<file path="src/rtl/mprj_io_stim_seq.sv">
// Wishbone-programmable pattern sequencer driving checkbits/status lanes on mprj_io[35:16].
// Optional completion interrupt enabled by defining MPRJ_STIM_SEQ_IRQ_EN.
module mprj_io_stim_seq #(
  parameter logic [31:0] ADDR_BASE = 32'h3000_0000,
  parameter int          DEPTH     = 8,
  parameter int          HOLD_W    = 12
) (
  input  logic        wb_clk_i,
  input  logic        wb_rst_i,
  input  logic        wbs_stb_i,
  input  logic        wbs_cyc_i,
  input  logic        wbs_we_i,
  input  logic [3:0]  wbs_sel_i,
  input  logic [31:0] wbs_adr_i,
  input  logic [31:0] wbs_dat_i,
  output logic        wbs_ack_o,
  output logic [31:0] wbs_dat_o,
  output logic [37:0] io_out,
  output logic [37:0] io_oeb,
  output logic        irq_o
);

  localparam int IW = (DEPTH > 1) ? $clog2(DEPTH) : 1;
  localparam logic [4:0] DEPTH_L = 5'(DEPTH);

  typedef enum logic {IDLE = 1'b0, RUN = 1'b1} state_e;

  state_e            state_q, state_d;
  logic              ack_q, ack_d;
  logic [31:0]       dat_q, dat_d;
  logic              loop_q, loop_d;
  logic              oe_q, oe_d;
  logic              irq_en_q, irq_en_d;
  logic              done_q, done_d;
  logic              irq_q, irq_d;
  logic [3:0]        idx_q, idx_d;
  logic [4:0]        len_q, len_d;
  logic [HOLD_W-1:0] cnt_q, cnt_d;
  logic [19:0]       pat_q, pat_d;
  logic [31:0]       table_q [DEPTH];
  logic [31:0]       table_d [DEPTH];

  logic          dec_s, acc_s, wr_s, ctrl_wr_s, start_s, abort_s, ent_hit_s, last_s;
  logic [5:0]    word_s, ent_off_s;
  logic [IW-1:0] ent_idx_s;
  logic [3:0]    nxt_idx_s;
  logic [31:0]   rdata_s;
  logic          unused_s;

  assign dec_s     = (wbs_adr_i[31:8] == ADDR_BASE[31:8]);
  assign acc_s     = wbs_stb_i & wbs_cyc_i & dec_s & ~ack_q;
  assign wr_s      = acc_s & wbs_we_i;
  assign word_s    = wbs_adr_i[7:2];
  assign ent_off_s = word_s - 6'd8;
  assign ent_hit_s = (word_s >= 6'd8) && (word_s < 6'(8 + DEPTH));
  assign ent_idx_s = ent_off_s[IW-1:0];
  assign ctrl_wr_s = wr_s & (word_s == 6'd0) & wbs_sel_i[0];
  // ABORT takes priority, so a combined START+ABORT never counts as a start
  assign start_s   = ctrl_wr_s & wbs_dat_i[0] & ~wbs_dat_i[2];
  assign abort_s   = ctrl_wr_s & wbs_dat_i[2];
  assign last_s    = ({1'b0, idx_q} == (len_q - 5'd1));
  assign nxt_idx_s = last_s ? 4'd0 : (idx_q + 4'd1);
  assign unused_s  = ^{wbs_adr_i[1:0], ent_off_s};

  // register read mux
  always_comb begin
    rdata_s = 32'd0;
    if (ent_hit_s) begin
      rdata_s = table_q[ent_idx_s];
    end else begin
      case (word_s)
        6'd0:    rdata_s = {27'd0, irq_en_q, oe_q, 1'b0, loop_q, 1'b0};
        6'd1:    rdata_s = {24'd0, idx_q, 2'd0, done_q, (state_q == RUN)};
        6'd2:    rdata_s = {27'd0, len_q};
        default: rdata_s = 32'd0;
      endcase
    end
  end

  // bus writes, sequencer next state and interrupt
  always_comb begin
    state_d  = state_q;
    ack_d    = acc_s;
    dat_d    = (acc_s && !wbs_we_i) ? rdata_s : 32'd0;
    loop_d   = loop_q;
    oe_d     = oe_q;
    irq_en_d = irq_en_q;
    done_d   = done_q;
    idx_d    = idx_q;
    len_d    = len_q;
    cnt_d    = cnt_q;
    pat_d    = pat_q;
    table_d  = table_q;

    if (wr_s && ent_hit_s) begin
      for (int b = 0; b < 4; b++) begin
        if (wbs_sel_i[b]) begin
          table_d[ent_idx_s][8*b +: 8] = wbs_dat_i[8*b +: 8];
        end else begin
          table_d[ent_idx_s][8*b +: 8] = table_q[ent_idx_s][8*b +: 8];
        end
      end
    end else if (wr_s && wbs_sel_i[0]) begin
      case (word_s)
        6'd0: begin
          loop_d   = wbs_dat_i[1];
          oe_d     = wbs_dat_i[3];
          irq_en_d = wbs_dat_i[4];
        end
        6'd1: done_d = wbs_dat_i[1] ? 1'b0 : done_q;
        6'd2: begin
          if (state_q == IDLE) begin
            len_d = (wbs_dat_i[4:0] > DEPTH_L) ? DEPTH_L : wbs_dat_i[4:0];
          end else begin
            len_d = len_q;
          end
        end
        default: len_d = len_q;
      endcase
    end else begin
      len_d = len_q;
    end

    // completion set comes after the W1C so it wins in the same cycle
    case (state_q)
      IDLE: begin
        if (start_s && (len_q != 5'd0)) begin
          state_d = RUN;
          idx_d   = 4'd0;
          pat_d   = table_q[0][19:0];
          cnt_d   = table_q[0][31:20];
          done_d  = 1'b0;
        end else begin
          state_d = IDLE;
        end
      end
      RUN: begin
        if (cnt_q != {HOLD_W{1'b0}}) begin
          cnt_d = cnt_q - HOLD_W'(1);
        end else if (last_s && !loop_q) begin
          state_d = IDLE;
          done_d  = 1'b1;
        end else begin
          idx_d = nxt_idx_s;
          pat_d = table_q[nxt_idx_s[IW-1:0]][19:0];
          cnt_d = table_q[nxt_idx_s[IW-1:0]][31:20];
        end
      end
      default: state_d = IDLE;
    endcase

    if (abort_s) begin
      state_d = IDLE;
      pat_d   = 20'd0;
    end else begin
      pat_d = pat_d;
    end

`ifdef MPRJ_STIM_SEQ_IRQ_EN
    irq_d = done_d & irq_en_d;
`else
    irq_en_d = 1'b0;
    irq_d    = 1'b0;
`endif
  end

  // state registers with synchronous reset
  always_ff @(posedge wb_clk_i) begin
    if (wb_rst_i) begin
      state_q  <= IDLE;
      ack_q    <= 1'b0;
      dat_q    <= 32'd0;
      loop_q   <= 1'b0;
      oe_q     <= 1'b0;
      irq_en_q <= 1'b0;
      done_q   <= 1'b0;
      irq_q    <= 1'b0;
      idx_q    <= 4'd0;
      len_q    <= 5'd0;
      cnt_q    <= {HOLD_W{1'b0}};
      pat_q    <= 20'd0;
      for (int i = 0; i < DEPTH; i++) begin
        table_q[i] <= 32'd0;
      end
    end else begin
      state_q  <= state_d;
      ack_q    <= ack_d;
      dat_q    <= dat_d;
      loop_q   <= loop_d;
      oe_q     <= oe_d;
      irq_en_q <= irq_en_d;
      done_q   <= done_d;
      irq_q    <= irq_d;
      idx_q    <= idx_d;
      len_q    <= len_d;
      cnt_q    <= cnt_d;
      pat_q    <= pat_d;
      table_q  <= table_d;
    end
  end

  assign wbs_ack_o = ack_q;
  assign wbs_dat_o = dat_q;
  assign io_out    = {2'b00, pat_q, 16'h0000};
  assign io_oeb    = {2'b11, {20{~oe_q}}, 16'hFFFF};
  assign irq_o     = irq_q;

endmodule

</file>
<file path="config.mk">
export PLATFORM = sky130hd
export DESIGN_NAME = mprj_io_stim_seq
export DESIGN_NICKNAME = d
export VERILOG_FILES = /design/src/rtl/mprj_io_stim_seq.sv
export SDC_FILE = /design/constraint.sdc
export NUM_CORES = 1
export LEC_CHECK = 0
export BUFFER_PORTS_ARGS = -buffer_cell sky130_fd_sc_hd__buf_2
export CAP_MARGIN = 20
export CORE_MARGIN = 2
export CORE_UTILIZATION = 45
export DETAILED_ROUTE_END_ITERATION = 16
export PLACE_DENSITY_LB_ADDON = 0.15
export SLEW_MARGIN = 20
export SYNTH_ARGS = -nofsm -noshare
export SYNTH_HDL_FRONTEND = slang
export SYNTH_SLANG_ARGS = --single-unit
</file>
<file path="constraint.sdc">
create_clock -name wb_clk_i -period 3.8 [get_ports wb_clk_i]
set_input_delay 0.38 -clock wb_clk_i [delete_from_list [all_inputs] [get_ports wb_clk_i]]
set_output_delay 0.38 -clock wb_clk_i [all_outputs]
set_load 0.03 [all_outputs]
</file>
==> key figures <==
Global route
  – Vias in the first global route: 15.5k
  – Gr ovfl total: 0
  – Initial antenna violation count: 1
  – Largest net degree at the start of global routing: about 170
  – GR Util All Layers: 29.2%
  – First-pass GRT wire length: around 92 mm

Floorplanning
  – Die height: 200 um
  – Placement Rows: 71
  – I/O pin total: 183
  – Die ar.: 40200 sq um
  – Die width: 200 um
  – Core Box Area: 37800 sq um
  – Initial core utilization: 45.9%

Setup path
  – CP Class: reg2reg
  – Crit path launch type: flip-flop
  – Reg-to-reg slack, setup: 680 ps
  – Worst Path Max Fanout: 38
  – Critical Path RT: 4210 ps
  – Worst r2r src: idx_q[0]$_SDFFE_PP0P_
  – Setup crit end kind: flip-flop
  – Crit-path leading delay family: compound AO/OA/AOI/OAI gates
  – Buf/Inv on CP: 1
  – CP Cell Sequence: ha_4 > buf_4 > mux2i_1 > o21ai_0 > o221a_2 > a221oi_1 > a21oi_1
  – Reg2Reg Depth: 7
  – Crit. path cell count: 7
  – CP max stage delay: about 750 ps
  – Critical Path AT: ~3500 ps
  – Worst Setup SP: idx_q[0]$_SDFFE_PP0P_
  – Slowest CP cell: dfxtp_4

Cells and area
  – Multi-input gate area: 9630 sq um
  – Fillers: 3620
  – Ant diodes: 0
  – Synth-to-layout area growth: 13.0%
  – Reg area: 6690 sq um
  – Layout cells sized above 1: between 10% and 20%
  – Final core utilization: 51.8%
  – Layout Nets: around 2.2k

Timing
  – Final Max Slew Viols: 0
  – Post-route clock period utilization: 82.2%
  – Fin crit period: 3120 ps
  – Final setup margin: 676 ps
  – Post-route setup TNS: 0 ps
  – Final setup skew: 20.5 ps
  – Worst hold slack: 153 ps
  – Slew headroom: 38.8%
  – Final Hold Viols: 0
  – Worst slew pin tran: 915 ps
  – Final Setup Violations: 0
  – F_max: 0.320 GHz
  – Unrepaired setup endpoints after global routing: false

Place
  – Pre-CTS setup slack: roughly 740 ps
  – Count of input and output buffers: 143
  – Hpwl dp: 36.9 mm
  – GP Congestion: 0.920

Yosys
  – Share of the synthesized area in the top cell type: 38.5%
  – Top-count cell post-synth: nand2_1
  – Mapped Cells: between 2k and 2.5k
  – Synth cell count leaders: nand2_1 (643), dfxtp_1 (334), a21oi_1 (311), clkbuf_1 (126), mux4_2 (74)
  – Synth unique cells: 79
  – Cell taking the most area after synthesis: dfxtp_1
  – Post-synth ARST share: 0%
  – Post-synth EDFFs: 0
  – Synth Cell Area: 17400 sq um
  – Syn avg cell area: 8.25 sq um
  – Synth Register Bits: 334
  – Top_reg_cell synth: dfxtp_1
  – Synth area leaders: dfxtp_1 (39%), nand2_1 (14%), mux4_2 (9.6%), a21oi_1 (9.0%), mux2i_1 (3.0%)
  – Ys Warns: 0
  – Sequential fraction of the synthesis area: 38.5%

Power and ir drop
  – Static leakage: ~7 nW
  – VDD IR max: 0.287 mV
  – Cell area power density: approximately 400 nW/um^2
  – PnR Total Power: 7.65 mW

CTS
  – Clock sinks: 334
  – Skew-Pair Late Insertion Delay: between 500 and 600 ps
  – Clock buffer depth: 3
  – CTS tree: yes
  – Post-CTS setup buffer count: 0
  – Post_cts resized: 0
  – CTS HTree Levels: 2
  – CTS root buf: clkbuf_16
  – Clk pin slew, worst setup/hold paths: 60 ps
  – Total CTS buffers: 39
  – Hold buffers post-CTS: 0

Outcome
  – Result of the run: complete, no violations

Routing
  – Residual DRC: 0
  – Routed WL per cell: between 20 and 25 um
  – Final wirelength: 59.8 mm
  – Vias: 16.0k
  – DR pass1 iterations: 5
  – DRT iter0 DRCs: 1491
  – DR vias/cell: 5.94
  – Antenna Violating Nets Remaining: 0

Flow run
  – Max-Cap Viols: 0

Worst hold path
  – Hold_sp: wbs_dat_i[1]
  – Worst Hold Class: in2reg
  – WHS Path Cells: 3
## layout make-up
class                   count  share of cell area, %
clock buffers              62                   6.14
clock inverters            10                  0.466
inverters                  16                  0.306
multi-input cells        1556                   49.1
flip-flops and latches    334                   34.1
well taps                 511                   3.26
repair buffers            209                   6.63
## worst paths after layout
path	endpoint
setup reg to reg	pat_q[16]$_SDFFE_PP0P_
hold reg to reg	table_q[79]$_SDFFE_PP0P_
hold / removal	loop_q$_SDFFE_PP0P_
setup / recovery	pat_q[16]$_SDFFE_PP0P_
## sequential cells by signal (all words and copies together) (netlist names), 4 cells and up
name and flops:
idx_q 4, wbs_dat_o 32, pat_q 20, table_q 256, len_q 5, cnt_q 12
## layout by cell type, fill, tap and decap left out, drive strengths merged, types with 9 or more instances in the layout
| cell type | Yosys | final |
|---|---|---|
| nand2 | 643 | 643 |
| dfxtp | 334 | 334 |
| a21oi | 311 | 311 |
| buf | 107 | 208 |
| mux4 | 74 | 74 |
| o21ai | 66 | 66 |
| clkbuf | 126 | 63 |
| mux2i | 52 | 52 |
| mux2 | 41 | 41 |
| conb | 2 | 37 |
| nor2 | 37 | 37 |
| and3 | 29 | 29 |
| nor3 | 28 | 28 |
| nor4 | 20 | 20 |
| o22a | 18 | 18 |
| inv | 16 | 18 |
| a211oi | 17 | 17 |
| a221oi | 16 | 16 |
| nand3 | 14 | 14 |
| o221a | 13 | 13 |
| and2 | 12 | 12 |
| nand4 | 11 | 11 |
| a31oi | 10 | 10 |
| xnor2 | 9 | 9 |
## layer usage
metal  vias to the layer above  part of all wire [%]  global-route usage (%)  routed length [um]
met1                      7792                    42                    39.0               25200
met3                       147                   7.8                    4.30                4680
met4                         2                   3.2                    10.6                1900
li1                       7390                     -                       -                   -
met5                         -                 0.030                       0                  18
met2                       708                    47                    48.0               28000
## report_power, final
group | total [mW] | internal, mW | leakage [nW] | switching, mW
Combinational | 0.351 | 0.0931 | 3.63 | 0.258
Clock | 3.80 | 2.25 | 0.644 | 1.55
Sequential | 3.50 | 3.50 | 2.69 | 0.000000000349
## through the flow
stage / instances / cell area [sq um]
floorplan: 2139 / 17500
global placement: 2626 / 18300
detailed placement: 2626 / 18300
CTS: 2698 / 19600
global route: 2698 / 19600
finish: 2698 / 19600
## worst reg2reg max path, cell delays in order (launching register included)
cell	delay (ps)
dfxtp_4	750
ha_4	590
buf_4	420
mux2i_1	230
o21ai_0	120
o221a_2	280
a221oi_1	460
a21oi_1	140
## logic make-up (layout without fill, tap and decap cells)
logic type      count (synthesis)  count (layout)  share of synthesized area, %
simple gates                  817             817                          19.9
compound gates                517             517                          18.1
flops                         334             334                          38.5
buf+inv                       249             297                          7.07
mux                           167             167                          15.3
xor+xnor                       15              15                         0.843
fa+ha+maj                       3               3                         0.216
other cells                     2              37                        0.0433
No activity file was read; power rests on OpenSTA's default activity.
